`src/rtl/issue_steer_queue_if.sv`:
```
// rtl/issue_steer_queue_if.sv - decode/issue handshake bundle for issue_steer_queue
//
// Purpose: groups every non-clock signal of the steering queue.
// Ports (master = decode + downstream side, slave = queue):
//   flush        squash queue and output stage
//   in_valid     decode slot valids, [0] older
//   in_ready     queue can take a full pair
//   in_payload   opaque per-slot instruction bits
//   in_is_mem    per-slot load/store class
//   in_is_br     per-slot branch/jump class
//   in_rd_we     per-slot destination write enable
//   in_rd/rs1/rs2  per-slot register indices
//   issue_stall  downstream hold
//   bp_valid/bp_payload  branch/ALU pipe output
//   mp_valid/mp_payload  memory/ALU pipe output
//   older_is_bp  BP instruction is the older of a dual issue
//   count        current queue occupancy
interface issue_steer_queue_if #(
    parameter int PAYLOAD_W = 96,
    parameter int DEPTH     = 4,
    parameter int REG_W     = 5
);
    localparam int CNT_W = $clog2(DEPTH) + 1;

    logic                      flush;
    logic [1:0]                in_valid;
    logic                      in_ready;
    logic [1:0][PAYLOAD_W-1:0] in_payload;
    logic [1:0]                in_is_mem;
    logic [1:0]                in_is_br;
    logic [1:0]                in_rd_we;
    logic [1:0][REG_W-1:0]     in_rd;
    logic [1:0][REG_W-1:0]     in_rs1;
    logic [1:0][REG_W-1:0]     in_rs2;
    logic                      issue_stall;
    logic                      bp_valid;
    logic [PAYLOAD_W-1:0]      bp_payload;
    logic                      mp_valid;
    logic [PAYLOAD_W-1:0]      mp_payload;
    logic                      older_is_bp;
    logic [CNT_W-1:0]          count;

    modport master (
        output flush, in_valid, in_payload, in_is_mem, in_is_br, in_rd_we,
               in_rd, in_rs1, in_rs2, issue_stall,
        input  in_ready, bp_valid, bp_payload, mp_valid, mp_payload,
               older_is_bp, count
    );

    modport slave (
        input  flush, in_valid, in_payload, in_is_mem, in_is_br, in_rd_we,
               in_rd, in_rs1, in_rs2, issue_stall,
        output in_ready, bp_valid, bp_payload, mp_valid, mp_payload,
               older_is_bp, count
    );
endinterface

```
`src/rtl/issue_steer_queue.sv`:
```
// rtl/issue_steer_queue.sv - dual-issue steering queue feeding the BP and MP pipes
//
// Purpose: circular FIFO of decoded instructions; each unstalled cycle the
// oldest one or two entries are steered to the branch/ALU pipe (BP) and the
// memory/ALU pipe (MP) through a registered output stage.
// Ports:
//   clk  clock
//   rst  asynchronous active-high reset
//   io   issue_steer_queue_if.slave (decode pair in, BP/MP out, count)
module issue_steer_queue #(
    parameter int PAYLOAD_W = 96,
    parameter int DEPTH     = 4,
    parameter int REG_W     = 5
) (
    input logic                clk,
    input logic                rst,
    issue_steer_queue_if.slave io
);
    localparam int PTR_W = $clog2(DEPTH);
    localparam int CNT_W = PTR_W + 1;

    // entry storage
    logic [PAYLOAD_W-1:0] r_payload [DEPTH];
    logic [REG_W-1:0]     r_rd      [DEPTH];
    logic [REG_W-1:0]     r_rs1     [DEPTH];
    logic [REG_W-1:0]     r_rs2     [DEPTH];
    logic [DEPTH-1:0]     r_is_mem;
    logic [DEPTH-1:0]     r_is_br;
    logic [DEPTH-1:0]     r_rd_we;

    logic [PTR_W-1:0]     r_head;
    logic [PTR_W-1:0]     r_tail;
    logic [CNT_W-1:0]     r_count;

    // output stage
    logic                 r_bp_valid;
    logic [PAYLOAD_W-1:0] r_bp_payload;
    logic                 r_mp_valid;
    logic [PAYLOAD_W-1:0] r_mp_payload;
    logic                 r_older_is_bp;

    logic                 w_in_ready;
    logic                 w_enq0;
    logic                 w_enq1;
    logic [CNT_W-1:0]     w_enq_n;
    logic [CNT_W-1:0]     w_deq_n;
    logic [PTR_W-1:0]     w_tail1;
    logic [PTR_W-1:0]     w_head1;
    logic                 w_have_a;
    logic                 w_have_b;
    logic                 w_a_mem;
    logic                 w_a_br;
    logic                 w_b_mem;
    logic                 w_b_br;
    logic                 w_raw;
    logic                 w_dual;
    logic                 w_a_to_mp;
    logic                 w_bp_v_n;
    logic                 w_mp_v_n;
    logic [PAYLOAD_W-1:0] w_a_pay;
    logic [PAYLOAD_W-1:0] w_b_pay;

    // Ready only when a whole pair fits; based on registered count, so a
    // same-cycle dequeue never widens it.
    assign w_in_ready = (r_count <= CNT_W'(DEPTH - 2));
    assign w_enq0     = w_in_ready & io.in_valid[0];
    assign w_enq1     = w_enq0 & io.in_valid[1];
    assign w_enq_n    = w_enq1 ? CNT_W'(2) : (w_enq0 ? CNT_W'(1) : '0);

    // Pointers wrap for free because DEPTH is a power of two.
    assign w_tail1 = r_tail + PTR_W'(1);
    assign w_head1 = r_head + PTR_W'(1);

    assign w_have_a = (r_count != '0);
    assign w_have_b = (r_count >= CNT_W'(2));

    // A mem flag wins over a branch flag, so each entry has exactly one class.
    assign w_a_mem = r_is_mem[r_head];
    assign w_a_br  = ~r_is_mem[r_head] & r_is_br[r_head];
    assign w_b_mem = r_is_mem[w_head1];
    assign w_b_br  = ~r_is_mem[w_head1] & r_is_br[w_head1];

    assign w_raw = r_rd_we[r_head] && (r_rd[r_head] != '0) &&
                   ((r_rs1[w_head1] == r_rd[r_head]) || (r_rs2[w_head1] == r_rd[r_head]));

    // Branch A ends the group; mem+mem would need two MP slots.
    assign w_dual = w_have_b & ~w_a_br & ~w_raw & ~(w_a_mem & w_b_mem);

    // A leaves BP for MP when it is mem, or when an ALU A must make room for a branch B.
    assign w_a_to_mp = w_a_mem | (w_dual & w_b_br);

    assign w_bp_v_n = w_have_a & (~w_a_to_mp | w_dual);
    assign w_mp_v_n = w_have_a & (w_a_to_mp | w_dual);
    assign w_a_pay  = r_payload[r_head];
    assign w_b_pay  = r_payload[w_head1];

    assign w_deq_n = (io.issue_stall | ~w_have_a) ? '0 : (w_dual ? CNT_W'(2) : CNT_W'(1));

    // Entry storage needs no reset: occupancy alone decides what is live.
    always_ff @(posedge clk) begin
        if (!io.flush) begin
            if (w_enq0) begin
                r_payload[r_tail] <= io.in_payload[0];
                r_rd[r_tail]      <= io.in_rd[0];
                r_rs1[r_tail]     <= io.in_rs1[0];
                r_rs2[r_tail]     <= io.in_rs2[0];
                r_is_mem[r_tail]  <= io.in_is_mem[0];
                r_is_br[r_tail]   <= io.in_is_br[0];
                r_rd_we[r_tail]   <= io.in_rd_we[0];
            end
            if (w_enq1) begin
                r_payload[w_tail1] <= io.in_payload[1];
                r_rd[w_tail1]      <= io.in_rd[1];
                r_rs1[w_tail1]     <= io.in_rs1[1];
                r_rs2[w_tail1]     <= io.in_rs2[1];
                r_is_mem[w_tail1]  <= io.in_is_mem[1];
                r_is_br[w_tail1]   <= io.in_is_br[1];
                r_rd_we[w_tail1]   <= io.in_rd_we[1];
            end
        end
    end

    always_ff @(posedge clk or posedge rst) begin
        if (rst) begin
            r_head        <= '0;
            r_tail        <= '0;
            r_count       <= '0;
            r_bp_valid    <= 1'b0;
            r_bp_payload  <= '0;
            r_mp_valid    <= 1'b0;
            r_mp_payload  <= '0;
            r_older_is_bp <= 1'b0;
        end else if (io.flush) begin
            // Payloads are left alone so an idle port keeps a stable value.
            r_head     <= '0;
            r_tail     <= '0;
            r_count    <= '0;
            r_bp_valid <= 1'b0;
            r_mp_valid <= 1'b0;
        end else begin
            r_tail  <= r_tail + PTR_W'(w_enq_n);
            r_head  <= r_head + PTR_W'(w_deq_n);
            r_count <= r_count + w_enq_n - w_deq_n;
            if (!io.issue_stall) begin
                r_bp_valid <= w_bp_v_n;
                r_mp_valid <= w_mp_v_n;
                if (w_bp_v_n) begin
                    r_bp_payload <= w_a_to_mp ? w_b_pay : w_a_pay;
                end
                if (w_mp_v_n) begin
                    r_mp_payload <= w_a_to_mp ? w_a_pay : w_b_pay;
                end
                if (w_have_a) begin
                    r_older_is_bp <= ~w_a_to_mp;
                end
            end
        end
    end

    assign io.in_ready    = w_in_ready;
    assign io.bp_valid    = r_bp_valid;
    assign io.bp_payload  = r_bp_payload;
    assign io.mp_valid    = r_mp_valid;
    assign io.mp_payload  = r_mp_payload;
    assign io.older_is_bp = r_older_is_bp;
    assign io.count       = r_count;
endmodule

```
`src/flat_wrapper.sv`:
```
// flat-port wrapper written by rule: the top's interface ports become plain ports
module issue_steer_queue_flat 
#(
    parameter int PAYLOAD_W = 96,
    parameter int DEPTH     = 4,
    parameter int REG_W     = 5
)
  (clk, rst, io_flush, io_in_valid, io_in_payload, io_in_is_mem, io_in_is_br, io_in_rd_we, io_in_rd, io_in_rs1, io_in_rs2, io_issue_stall, io_in_ready, io_bp_valid, io_bp_payload, io_mp_valid, io_mp_payload, io_older_is_bp, io_count);
  issue_steer_queue_if #(.PAYLOAD_W(PAYLOAD_W), .DEPTH(DEPTH), .REG_W(REG_W)) io_i ();
  input logic clk;
  input logic rst;
  input wire logic [$bits(io_i.flush)-1:0] io_flush;
  input wire logic [$bits(io_i.in_valid)-1:0] io_in_valid;
  input wire logic [$bits(io_i.in_payload)-1:0] io_in_payload;
  input wire logic [$bits(io_i.in_is_mem)-1:0] io_in_is_mem;
  input wire logic [$bits(io_i.in_is_br)-1:0] io_in_is_br;
  input wire logic [$bits(io_i.in_rd_we)-1:0] io_in_rd_we;
  input wire logic [$bits(io_i.in_rd)-1:0] io_in_rd;
  input wire logic [$bits(io_i.in_rs1)-1:0] io_in_rs1;
  input wire logic [$bits(io_i.in_rs2)-1:0] io_in_rs2;
  input wire logic [$bits(io_i.issue_stall)-1:0] io_issue_stall;
  output wire logic [$bits(io_i.in_ready)-1:0] io_in_ready;
  output wire logic [$bits(io_i.bp_valid)-1:0] io_bp_valid;
  output wire logic [$bits(io_i.bp_payload)-1:0] io_bp_payload;
  output wire logic [$bits(io_i.mp_valid)-1:0] io_mp_valid;
  output wire logic [$bits(io_i.mp_payload)-1:0] io_mp_payload;
  output wire logic [$bits(io_i.older_is_bp)-1:0] io_older_is_bp;
  output wire logic [$bits(io_i.count)-1:0] io_count;
  assign io_i.flush = io_flush;
  assign io_i.in_valid = io_in_valid;
  assign io_i.in_payload = io_in_payload;
  assign io_i.in_is_mem = io_in_is_mem;
  assign io_i.in_is_br = io_in_is_br;
  assign io_i.in_rd_we = io_in_rd_we;
  assign io_i.in_rd = io_in_rd;
  assign io_i.in_rs1 = io_in_rs1;
  assign io_i.in_rs2 = io_in_rs2;
  assign io_i.issue_stall = io_issue_stall;
  assign io_in_ready = io_i.in_ready;
  assign io_bp_valid = io_i.bp_valid;
  assign io_bp_payload = io_i.bp_payload;
  assign io_mp_valid = io_i.mp_valid;
  assign io_mp_payload = io_i.mp_payload;
  assign io_older_is_bp = io_i.older_is_bp;
  assign io_count = io_i.count;
  issue_steer_queue #(.PAYLOAD_W(PAYLOAD_W), .DEPTH(DEPTH), .REG_W(REG_W)) u_core (.clk(clk), .rst(rst), .io(io_i));
endmodule
```
`config.mk`:
```
export PLATFORM = sky130hd
export DESIGN_NAME = issue_steer_queue_flat
export DESIGN_NICKNAME = d
export VERILOG_FILES = /design/src/rtl/issue_steer_queue_if.sv /design/src/rtl/issue_steer_queue.sv /design/src/flat_wrapper.sv
export SDC_FILE = /design/constraint.sdc
export NUM_CORES = 1
export LEC_CHECK = 0
export BUFFER_PORTS_ARGS = -buffer_cell sky130_fd_sc_hd__buf_2
export CAP_MARGIN = 10
export CELL_PAD_IN_SITES_DETAIL_PLACEMENT = 0
export CELL_PAD_IN_SITES_GLOBAL_PLACEMENT = 1
export CORE_MARGIN = 2
export CORE_UTILIZATION = 40
export DETAILED_ROUTE_END_ITERATION = 6
export PLACE_DENSITY = 0.74
export SYNTH_ARGS = -nofsm -noshare
export SYNTH_HDL_FRONTEND = slang
export SYNTH_SLANG_ARGS = --single-unit
```
`constraint.sdc`:
```
create_clock -name clk -period 11.2 [get_ports clk]
set_clock_uncertainty 0.1 [all_clocks]
set_input_delay 2.24 -clock clk [delete_from_list [all_inputs] [get_ports clk]]
set_output_delay 2.24 -clock clk [all_outputs]
set_load 0.02 [all_outputs]
```
==> results.md <==
- Total clock sinks: ~660
- Fraction of layout instances using a drive strength above 1: approximately 58%
- Top cell type's share of synthesized area: 40.0%
- First-pass GRT wire length: 140000 um
- Max stage delay cell, worst path: buf_4
- Cell Area, Synth: 34300 sq um
- Period utilization: a little over half
- Clock power share: about a quarter
- Total GRT Usage: about a fifth
- DRT Wirelength: between 90000 and 100000 um
- Switching Share: between 30% and 40%
- Post-synth top cells: mux2_2 (615), edfxtp_1 (456), mux2_1 (214)
- Power share of the combinational group: between 40% and 50%
- Pleak: ~14 nW
- Hold Vio Cnt, Final: 0
- Drt initial violations: 1287
- Synth unique cells: 38
- Crit. End Element: flip-flop
- Layout area overhead: 17.8%
- Max cap viols: 0
- Ys Warns: 0
- CTS tree: yes
- Cell row count: 107
- CP cell instances: buf_4 > buf_4 > mux4_2 > nor2_1 > nand2_1 > o21ai_4 > buf_4 > mux2_2 > mux2_2
- Crit path max fanout: slightly below 70
- Async set-or-reset flop fraction in the synthesized netlist: slightly above 30%
- Drt first pass iters: 5
- NetSw: around 0.0036 W
- DRC: 0
- WL met1: ~37000 um
- Met3 WL: a little under 5000 um
- Slowest stage delay, CP: approximately 900 ps
- Cell count after synthesis: a little under 2000
- Arr. time, crit path: 6420 ps
- Synthesized area per cell: 17.4 sq um
- Wire per inst: around 26 um
- Ports: roughly 430
- Cts repair resizes: 0
- Routed via count: slightly above 20000
- Setup violations, final: 0
- CTS root buf: clkbuf_16
- Critical path launch point type: flip-flop
- H-tree levels: 3
- Initial antenna violation count: 44
- GP Congestion: just over 0.8
- Synth Register Bits: between 600 and 700
- Synth area leader: edfxtp_1
- Fmax: roughly 170 MHz
- Least-Margin Pin Slew: around 1100 ps
- Fin Setup TNS: 0 ps
- RSZ-0062 raised after global routing: no
- Worst Hold Class: flip-flop to flip-flop
- Int Power: 0.00672 W
- TritonCTS Buffers: 77
- Slew HR: between 20% and 30%
- Post-layout min period: about 6000 ps
- Total grt overflow: 0
- EDFF count, synth: about 460
- Most numerous cell in the Yosys netlist: mux2_2
- Critical path's top delay family: buffers and inverters
- Status: complete, no violations
- IO buf count: 432
- Post-DP HPWL: a little under 60000 um
- Routed Antenna Nets: 0
- Most used cell, CP: buf_4
- Clock transition at path regs: around 60 ps
- Worst-case clock buffer depth: 3
- Die height: a little under 300 um
- Vias/cell: around 5.6
- Largest net degree at the start of global routing: 117
- Post-synth top flop: edfxtp_1
- Overall Power: ~0.010 W
- Nets@finish: 2622
- Core area: about 85000 sq um
- Sequential area share after synthesis: between 50% and 60%
- # Post-CTS Setup Buffers: 0
- WP buf/inv: 3
- Mapped Nets: around 2200
- Hold_buf cts: 0
- VDD IR max: 0.000209 V
- Worst skew pair latency: roughly 630 ps
- Worst Setup Path Type: flip-flop to flip-flop
- Met2 routed WL: between 40000 and 50000 um
- Pwr dens: around 250 nW/um^2
- Top routing layer used: met5
- Top cells by area, synth: edfxtp_1 (40%), mux2_2 (20%), dfrtp_1 (15%)
- Die W: just under 300 um
- Initial Utilization: roughly 40%
- Vias in the first global route: ~22000
- DIE AREA: between 80000 and 90000 sq um
- Max Slew Vio Count: 0
- Seq pwr share: around a third
- CP Data Required Time: around 12000 ps
[final cells by class]
cell class	instances	area [sq um]
sequential	658	18800
clock inverter	45	499
multi-input combinational	1166	15000
tap	1144	1430
clock buffer	98	2120
antenna	26	65.1
timing repair buffer	471	2470
fill	7312	44600
inverter	8	37.5
[state kept, by name, summed over array words and instances, names as in the netlist]
| signal | count |
|---|---|
| u_core.io.older_is_bp | 1 |
| u_core.io.bp_valid | 1 |
| u_core.r_rd | 20 |
| u_core.r_tail | 2 |
| u_core.io.mp_payload | 96 |
| u_core.r_is_br | 4 |
| u_core.io.mp_valid | 1 |
| u_core.io.count | 3 |
| u_core.io.bp_payload | 96 |
| u_core.r_rs1 | 20 |
| u_core.r_is_mem | 4 |
| u_core.r_head | 2 |
| u_core.r_rd_we | 4 |
| u_core.r_payload | 384 |
| u_core.r_rs2 | 20 |
[routing by layer]
layer | up-vias | global-route usage (%)
met5 | - | 0
met4 | 24 | 9.79
met3 | 199 | 3.96
met2 | 566 | 37.6
met1 | 10600 | 24.8
li1 | 8794 | -
[through the flow]
stage | cell area (sq um) | util (%) | setup slack [ps] | hold slack (ps) | std cells
final | 40400 | 47.5 | 5170 | 376 | 3616
after global placement | 37700 | 44.4 | 5180 | 363 | 3447
after global routing | 40400 | 47.5 | 4890 | 399 | 3612
after detailed placement | 37700 | 44.4 | 5110 | 366 | 3447
after CTS | 40300 | 47.4 | 5090 | 379 | 3590
after floorplan | 34300 | - | 2050 | 482 | 1972
[power by group through the flow]
stage	Combinational, W	Clock (W)	Sequential [W]
2_1_floorplan	0.00265	0	0.00389
3_3_place_gp	0.00413	0	0.00354
3_5_place_dp	0.00421	0	0.00357
4_1_cts	0.00423	0.00267	0.00353
5_1_grt	0.00447	0.00277	0.00357
6_report	0.00416	0.00261	0.00352
[logic make-up after synthesis]
group	after synthesis	synth area share [%]
and+or+nand+nor	59	0.759
adders and majority gates	6	0.263
DFF	658	54.7
buffers and inverters	148	1.83
xor gates and xnor gates	15	0.383
AOI/OAI and AO/OA	32	0.584
muxes	1054	41.5
[worst reg2reg max path, stage by stage, from the launching register on]
cell	delay, ps
dfrtp_4	830
buf_4	790
buf_4	880
mux4_2	560
nor2_1	140
nand2_1	100
o21ai_4	830
buf_4	880
mux2_2	520
mux2_2	270
[placed cells by master (no fill, tap or decap), types with 8 or more instances in the layout]
cell type	netlist	routed
bufinv_16	0	10
mux4_2	210	210
clkbuf_1	92	12
clkinv_2	0	8
clkbuf_16	0	79
buf_4	2	38
mux2i_1	15	15
diode_2	0	26
buf_2	34	432
a21oi_1	14	11
clkinv_1	0	14
dfrtp_1	202	200
nor2_1	28	25
mux2_1	214	214
xnor2_1	13	13
edfxtp_1	456	456
mux2_2	615	615
nand2_1	13	13
[path summary, 6_finish.rpt]
check | startpoint | endpoint | slack [ps] | depth (start not counted)
max reg2reg | u_core.r_head[1] | u_core.io.mp_payload[48] | 5170 | 9
max | u_core.r_head[1] | u_core.io.mp_payload[48] | 5170 | 9
min in group asynchronous | rst | u_core.io.bp_payload[46] | 1610 | 2
min reg2reg | u_core.io.bp_valid | u_core.io.bp_valid | 380 | 1
max in group asynchronous | rst | u_core.io.mp_payload[72] | 7130 | 4
min | u_core.io.bp_valid | u_core.io.bp_valid | 380 | 1
Power figures use the tool's default switching activity.
